==> config.mk <==
export PLATFORM = sky130hd
export DESIGN_NAME = adder16_seq_ctrl
export DESIGN_NICKNAME = d
export VERILOG_FILES = /design/src/rtl/adder16_seq_ctrl_pkg.sv /design/src/rtl/fullAdder_4bits.sv /design/src/rtl/adder16_seq_ctrl.sv
export SDC_FILE = /design/constraint.sdc
export NUM_CORES = 1
export LEC_CHECK = 0
export CORE_ASPECT_RATIO = 1.5
export CORE_MARGIN = 5
export CORE_UTILIZATION = 49
export CTS_CLUSTER_SIZE = 16
export DETAILED_ROUTE_END_ITERATION = 6
export GPL_ROUTABILITY_DRIVEN = 0
export PLACE_DENSITY = 0.82
export SYNTH_ARGS = -nofsm -noshare
export SYNTH_HDL_FRONTEND = slang
export SYNTH_SLANG_ARGS = --single-unit
export TNS_END_PERCENT = 20
==> constraint.sdc <==
create_clock -name clk -period 3.75 [get_ports clk]
set_input_delay 0.75 -clock clk [delete_from_list [all_inputs] [get_ports clk]]
set_output_delay 0.75 -clock clk [all_outputs]
set_load 0.03 [all_outputs]
==> src/rtl/adder16_seq_ctrl_pkg.sv <==
// Shared constants for the nibble-serial adder controller.
// Holds the FSM state encoding and the adder slice width.
package adder16_seq_ctrl_pkg;

  localparam int NIBBLE_W = 4;

  localparam logic [1:0] ST_IDLE = 2'd0;
  localparam logic [1:0] ST_ADD  = 2'd1;
  localparam logic [1:0] ST_DONE = 2'd2;

endpackage

==> src/rtl/fullAdder_4bits.sv <==
// 4-bit ripple full adder slice, purely combinational.
// Ports: a, b (4b), c_in -> sum (4b), c_out.
module fullAdder_4bits (
  input  logic [3:0] a,
  input  logic [3:0] b,
  input  logic       c_in,
  output logic [3:0] sum,
  output logic       c_out
);

  assign {c_out, sum} = {1'b0, a} + {1'b0, b} + {4'b0000, c_in};

endmodule

==> src/rtl/adder16_seq_ctrl.sv <==
// Nibble-serial adder: {c_out,sum} = a + b + c_in over NIBBLES clocks.
// Ports: clk, rst_n (sync, low), start, a, b, c_in -> ready, busy, done, sum, c_out.
module adder16_seq_ctrl
  import adder16_seq_ctrl_pkg::*;
#(
  parameter int NIBBLES = 4
) (
  input  logic                          clk,
  input  logic                          rst_n,
  input  logic                          start,
  input  logic [NIBBLE_W*NIBBLES-1:0]   a,
  input  logic [NIBBLE_W*NIBBLES-1:0]   b,
  input  logic                          c_in,
  output logic                          ready,
  output logic                          busy,
  output logic                          done,
  output logic [NIBBLE_W*NIBBLES-1:0]   sum,
  output logic                          c_out
);

  localparam int W  = NIBBLE_W * NIBBLES;
  localparam int CW = (NIBBLES > 1) ? $clog2(NIBBLES) : 1;
  localparam logic [CW-1:0] LAST = CW'(NIBBLES - 1);

  logic [1:0]    state_q, state_d;
  logic [CW-1:0] cnt_q, cnt_d;
  logic          carry_q, carry_d;
  logic [W-1:0]  a_q, a_d;
  logic [W-1:0]  b_q, b_d;
  logic [W-1:0]  sum_q, sum_d;
  logic          cout_q, cout_d;

  logic [NIBBLE_W-1:0] add_a;
  logic [NIBBLE_W-1:0] add_b;
  logic [NIBBLE_W-1:0] add_sum;
  logic                add_co;

  assign add_a = a_q[int'(cnt_q)*NIBBLE_W +: NIBBLE_W];
  assign add_b = b_q[int'(cnt_q)*NIBBLE_W +: NIBBLE_W];

  fullAdder_4bits u_add (
    .a     (add_a),
    .b     (add_b),
    .c_in  (carry_q),
    .sum   (add_sum),
    .c_out (add_co)
  );

  always_comb begin
    state_d = state_q;
    cnt_d   = cnt_q;
    carry_d = carry_q;
    a_d     = a_q;
    b_d     = b_q;
    sum_d   = sum_q;
    cout_d  = cout_q;
    unique case (state_q)
      ST_IDLE: begin
        if (start) begin
          state_d = ST_ADD;
          a_d     = a;
          b_d     = b;
          carry_d = c_in;
          cnt_d   = '0;
        end
      end
      ST_ADD: begin
        sum_d[int'(cnt_q)*NIBBLE_W +: NIBBLE_W] = add_sum;
        carry_d = add_co;
        if (cnt_q == LAST) begin
          state_d = ST_DONE;
          cout_d  = add_co;
          cnt_d   = '0;
        end else begin
          cnt_d = cnt_q + CW'(1);
        end
      end
      ST_DONE: state_d = ST_IDLE;
      default: state_d = ST_IDLE;
    endcase
  end

  always_ff @(posedge clk) begin
    if (!rst_n) begin
      state_q <= ST_IDLE;
      cnt_q   <= '0;
      carry_q <= 1'b0;
      a_q     <= '0;
      b_q     <= '0;
      sum_q   <= '0;
      cout_q  <= 1'b0;
    end else begin
      state_q <= state_d;
      cnt_q   <= cnt_d;
      carry_q <= carry_d;
      a_q     <= a_d;
      b_q     <= b_d;
      sum_q   <= sum_d;
      cout_q  <= cout_d;
    end
  end

  assign ready = (state_q == ST_IDLE);
  assign busy  = (state_q == ST_ADD);
  assign done  = (state_q == ST_DONE);
  assign sum   = sum_q;
  assign c_out = cout_q;

endmodule

==> impl_metrics.yaml, run 1 <==
run_status:
  status: "completed"
clock_network:
  cts-resized-gates: 0
  clk_pin_slew_worst_paths_ps: 90
  clockRootBuffer: "clkbuf_8"
  cts_buffer_depth: 2
  htreeDepth: 2
  numCtsBuffers: 5
  insertion_delay_ps: 310
  postCtsSetupRepairBufs: 0
  clock_sink_count: 54
  hold_buffers: 0
  cts_tree: "yes"
sta:
  worstMarginPinSlew_ps: 1020
  hold_viol_final: 0
  rsz0062_at_grt: "false"
  clock.fmax_ghz: 0.351
  fin_crit_sh: 0.759
  maxSlewHeadroom: 0.320
  final_max_slew_viol_count: 0
  fin_crit_ps: 2850
  finalSetupTns_ps: 0
  skew_ps: 6.50
  setup_viol: 0
routing:
  drtPass1Iterations: 4
  vias: 1947
  drc: 0
  wirelength_um: 5220
  vias_per_cell: 5.18
  drt-initial-drc-count: 131
  drtAntennaViolNets: 0
  wire_per_inst_um: 13.9
die:
  num_rows: 31
  fp.dieH_um: 95.1
  core_um2: 4770
  dieArea_um2: 6340
  initial_core_util: 0.496
  die_x_um: 66.7
  io_pins: 56
synthesis:
  syn_area_um2: 2360
  ys_types: 32
  synth_edf_count: 0
  synth_top_cell_area_share: 0.457
  ys_ff_latch: 54
  synth.area.top_cells: "dfxtp_1 46%, nand2_1 11%, mux4_2 7.6%, a21oi_1 7.4%, ha_1 4.8%"
  syn_nets: 307
  synthTopCellsByCount: "72 x nand2_1, 54 x dfxtp_1, 35 x a21oi_1"
  synth.avg_cell_area_um2: 9.10
  synth_most_common_cell: "nand2_1"
  yosysWarnings: 0
  synth_top_area_cell: "dfxtp_1"
  synth-main-ff-cell: "dfxtp_1"
  seq_area_frac_synth: 0.457
  syn_inst: 260
  async_reset_ff_frac: 0
setup_path:
  path_max_fanout: 9
  critPathArrivalTime_ps: 3010
  cp_top_family: "adder cells"
  path_class: "reg -> reg"
  slowest_delay_ps: 590
  path_cells: "mux4_2 > fa_1 > fa_1 > a21o_1 > a21oi_1 > nand2b_1 > a31oi_1"
  crit_buf_inv: 0
  slowest_stage: "dfxtp_1"
  cpMostUsedCell: "fa_1"
  cp.required_ps: 3910
  r2r_slack_ps: 900
  cp-start-kind: "flip-flop"
  cp-end-kind: "flip-flop"
run:
  cap_violations: 0
cells_and_area:
  antennaDiodeCount: 0
  nNetsFinal: 356
  drive_gt1_frac: 0.0871
  fillers: 409
  area_delta_synth_final_pct: 30.0
  final_cell_area_um2: 3070
global_routing:
  grt_start_max_net_pins: 54
  antenna_found_initial: 0
  grt_pass1_wl_um: 8490
  grt_pass1_vias: 1794
  grt_overflow: 0
  track_usage: 0.177
pwr:
  powerDensity_nw_per_um2: 417
  leakage_nw: 1.17
  peakVddDrop_mv: 0.296
placement:
  placedInstanceArea_um2: 2930
  port_buffers: 55
  place_hpwl_um: 3810
worst_hold_path:
  hold_class: "reg -> reg"
==> final cells by class <==
class	instances	area, um2	share of cell area
inverter	4	15.0	0.00488
multi-input combinational	187	1190	0.386
timing repair buffer	57	566	0.184
sequential	54	1080	0.352
tap	66	82.6	0.0269
clock inverter	2	60.1	0.0195
clock buffer	6	82.6	0.0269
==> placed cells by master, fill, tap and decap left out, drive strengths merged, types with 3 or more instances in the layout <==
| cell type | instances |
|---|---|
| nand2 | 73 |
| nand3 | 3 |
| inv | 4 |
| nand2b | 3 |
| a32oi | 4 |
| nor4 | 3 |
| a22oi | 12 |
| clkdlybuf4s50 | 55 |
| mux4 | 8 |
| dfxtp | 54 |
| clkbuf | 6 |
| nor2 | 22 |
| ha | 9 |
| a21oi | 35 |
==> final timing paths <==
check | start | to | cells after the start
setup / recovery | cnt_q[0]$_SDFFE_PN0P_ | carry_q$_SDFFE_PN0P_ | 7
hold / removal | b_q[5]$_SDFFE_PN0P_ | b_q[5]$_SDFFE_PN0P_ | 2
setup reg to reg | cnt_q[0]$_SDFFE_PN0P_ | carry_q$_SDFFE_PN0P_ | 7
hold reg to reg | b_q[5]$_SDFFE_PN0P_ | b_q[5]$_SDFFE_PN0P_ | 2
==> worst register-to-register path, stage by stage, from the launching register on <==
cell,delay [ps]
dfxtp_1,590
mux4_2,580
fa_1,440
fa_1,420
a21o_1,180
a21oi_1,240
nand2b_1,160
a31oi_1,90
==> flip-flops by register name, summed over array words and instances, names as in the netlist <==
register / count
a_q: 16
b_q: 16
c_out: 1
carry_q: 1
cnt_q: 2
state_q: 2
sum: 16
==> report_power, final <==
part           total, W  leakage (nW)  internal [W]  switching (W)
registers      0.000617         0.441      0.000599      0.0000182
logic          0.000193         0.655     0.0000898       0.000104
clock network  0.000471        0.0714      0.000285       0.000186
total           0.00128          1.17      0.000973       0.000308
==> cells by family (layout without fill, tap and decap cells) <==
family | Yosys count | count (layout) | share of synthesized area
simple gates | 110 | 110 | 0.212
flops | 54 | 54 | 0.457
buf+inv | 19 | 69 | 0.0407
xor+xnor | 1 | 1 | 0.00370
fa+ha+maj | 11 | 11 | 0.0646
compound gates | 57 | 57 | 0.146
mux | 8 | 8 | 0.0762
==> per-stage QoR <==
stage | hold slack (ps) | power (W) | util | setup WS (ps) | cells
after global placement | 439 | 0.000818 | 0.614 | 1070 | 368
after CTS | 462 | 0.00129 | 0.644 | 906 | 376
final | 460 | 0.00128 | 0.644 | 904 | 376
after global routing | 482 | 0.00133 | 0.644 | 742 | 376
after detailed placement | 448 | 0.000824 | 0.614 | 983 | 368
after floorplan | 433 | 0.000751 | - | 1080 | 260
==> metal layers <==
layer / GRT usage / vias to the layer above / share of wire / wire length [um]
li1: - / 987 / - / -
met1: 0.195 / 901 / 0.39 / 2040
met2: 0.325 / 49 / 0.54 / 2840
met3: 0.0318 / 10 / 0.042 / 220
met4: 0.0729 / 0 / 0.023 / 121
met5: 0 / - / 0 / 0
Power figures use the tool's default switching activity.
==> inputs of run 2 (changes only) <==
CORE_UTILIZATION = 44   (was 49)
PLACE_DENSITY = 0.78   (was 0.82)
clock period = 2.56 ns   (was 3.75 ns; I/O delays follow)
==> run 2 against run 1 <==
Effect of this change: clock skew down 2.8 ps; worst setup slack worse by 740 ps; critical path type unchanged; combinational power up 55%; first-iteration DRC count unchanged; maximum frequency up 19%; power up 38%; clock-buffer cell count down 1; non-clock buffer count up 6; highest routed layer unchanged; global-route usage down 2.2 points; critical path depth unchanged.
==> impl_metrics.yaml, run 2 (synthesis gave the netlist of run 1 again) <==
run_status:
  status: "completed"
sta:
  fin_crit_sh: 0.936
  rsz0062_at_grt: "false"
  hold_viol_final: 0
  worstMarginPinSlew_ps: 619
  fin_crit_ps: 2400
  setup_viol: 0
  finalSetupTns_ps: 0
  maxSlewHeadroom: 0.586
  clock.fmax_ghz: 0.417
  final_max_slew_viol_count: 0
  setup_ws_ps: 163
  skew_ps: 3.68
cells_and_area:
  ff_latch_area_um2: 1080
  drive_gt1_frac: 0.111
  final_cell_mix: "72 x nand2_1, 55 x clkdlybuf4s50_1, 53 x dfxtp_1"
  fillers: 467
  antennaDiodeCount: 0
  area_delta_synth_final_pct: 31.5
  multiInputGateArea_um2: 1190
  layout_commonest_cell: "nand2_1"
  nNetsFinal: 362
setup_path:
  cp-start-kind: "flip-flop"
  path_max_fanout: 4
  critPathArrivalTime_ps: 2600
  path_cells: "mux4_2 > fa_2 > fa_1 > a21o_1 > a21oi_1 > nand2b_1 > a31oi_1"
  slowest_stage: "mux4_2"
  cp.required_ps: 2760
  cp-end-kind: "flip-flop"
  path_class: "reg -> reg"
  slowest_delay_ps: 530
die:
  die_x_um: 69.9
  num_rows: 32
  dieArea_um2: 6970
  fp.dieH_um: 99.8
  io_pins: 56
  core_um2: 5200
  initial_core_util: 0.454
clock_network:
  clockRootBuffer: "clkbuf_8"
  insertion_delay_ps: 300
  clk_pin_slew_worst_paths_ps: 100
  cts_buffer_depth: 2
  clock_sink_count: 54
  numCtsBuffers: 5
  cts_tree: "yes"
  hold_buffers: 0
  htreeDepth: 2
pwr:
  pwr-share-seq: 0.509
  internal-power_w: 0.00131
  peakVddDrop_mv: 0.505
  powerDensity_nw_per_um2: 568
  p_switching_w: 0.000454
  leakage_nw: 1.18
  pwr-share-comb: 0.170
  switching_share: 0.257
  p_clk_frac: 0.321
global_routing:
  grt_pass1_wl_um: 8830
  track_usage: 0.155
  grt_start_max_net_pins: 36
  antenna_found_initial: 0
  grt_overflow: 0
  grt_pass1_vias: 1905
routing:
  drtPass1Iterations: 4
  vias: 1956
  drc: 0
  drtAntennaViolNets: 0
  wire_per_inst_um: 13.5
  drt-initial-drc-count: 131
  wirelength_um: 5200
  vias_per_cell: 5.09
worst_hold_path:
  hold_class: "reg -> reg"
placement:
  pre_cts_ws_ps: 141
  port_buffers: 55
  place_hpwl_um: 3920
run:
  cap_violations: 0
==> run 2: cell count changes in the layout (fill, tap and decap cells not counted) <==
| cell | previous run | this run |
|---|---|---|
| dfxtp_2 | 0 | 1 |
| bufinv_16 | 2 | 1 |
| clkbuf_8 | 6 | 5 |
| buf_12 | 0 | 1 |
| clkinvlp_4 | 0 | 2 |
| fa_1 | 2 | 1 |
| fa_2 | 0 | 1 |
| dfxtp_1 | 54 | 53 |
| buf_4 | 2 | 7 |
==> run 2: critical path: cells and delay by family, from the launching register on <==
kind,cells,cell delay [ps]
flops,1,380
compound gates,3,430
mux,1,530
fa+ha+maj,2,810
simple gates,1,130
==> run 2: timing repair <==
| item | 4_1_cts | 5_1_grt |
|---|---|---|
| endpoints found under the setup margin | 0 | 2 |
| buffers inserted | 0 | 0 |
| resized for setup | 0 | 1 |
==> run 2: final cells by class <==
| class | instances | area share |
|---|---|---|
| tap | 68 | 0.0274 |
| sequential | 54 | 0.348 |
| timing repair buffer | 63 | 0.200 |
| clock buffer | 5 | 0.0221 |
| clock inverter | 3 | 0.0145 |
| inverter | 4 | 0.00483 |
| multi-input combinational | 187 | 0.383 |
==> run 2: per-stage QoR <==
step	power, W	util	area, um2	hold slack, ps	std cells
after global placement	0.00121	0.575	2990	440	376
after global routing	0.00185	0.597	3110	480	384
after floorplan	0.00110	-	2370	433	260
after CTS	0.00177	0.597	3110	460	384
after detailed placement	0.00122	0.575	2990	447	376
final	0.00177	0.597	3110	459	384
==> run 2: worst paths after layout <==
kind,to,from,slack (ps),cells past startpoint
worst max-delay path,carry_q$_SDFFE_PN0P_,cnt_q[0]$_SDFFE_PN0P_,160,7
worst min-delay path,b_q[13]$_SDFFE_PN0P_,b_q[13]$_SDFFE_PN0P_,460,2
worst max register to register,carry_q$_SDFFE_PN0P_,cnt_q[0]$_SDFFE_PN0P_,160,7
worst min register to register,b_q[13]$_SDFFE_PN0P_,b_q[13]$_SDFFE_PN0P_,460,2
==> run 2: power by group through the flow <==
stage                     logic, W  registers, W  clock network (W)
after floorplan           0.000183      0.000920                  0
after global placement    0.000294      0.000917                  0
after detailed placement  0.000298      0.000918                  0
after CTS                 0.000301      0.000899           0.000573
after global routing      0.000329      0.000904           0.000614
final                     0.000300      0.000898           0.000567
==> run 2: routing by layer <==
metal	wire, um	vias up	GRT usage	share of wire
met1	2100	900	0.177	0.40
met3	227	8	0.0271	0.044
met4	123	0	0.0619	0.024
li1	-	999	-	-
met5	0	-	0	0
met2	2750	49	0.283	0.53
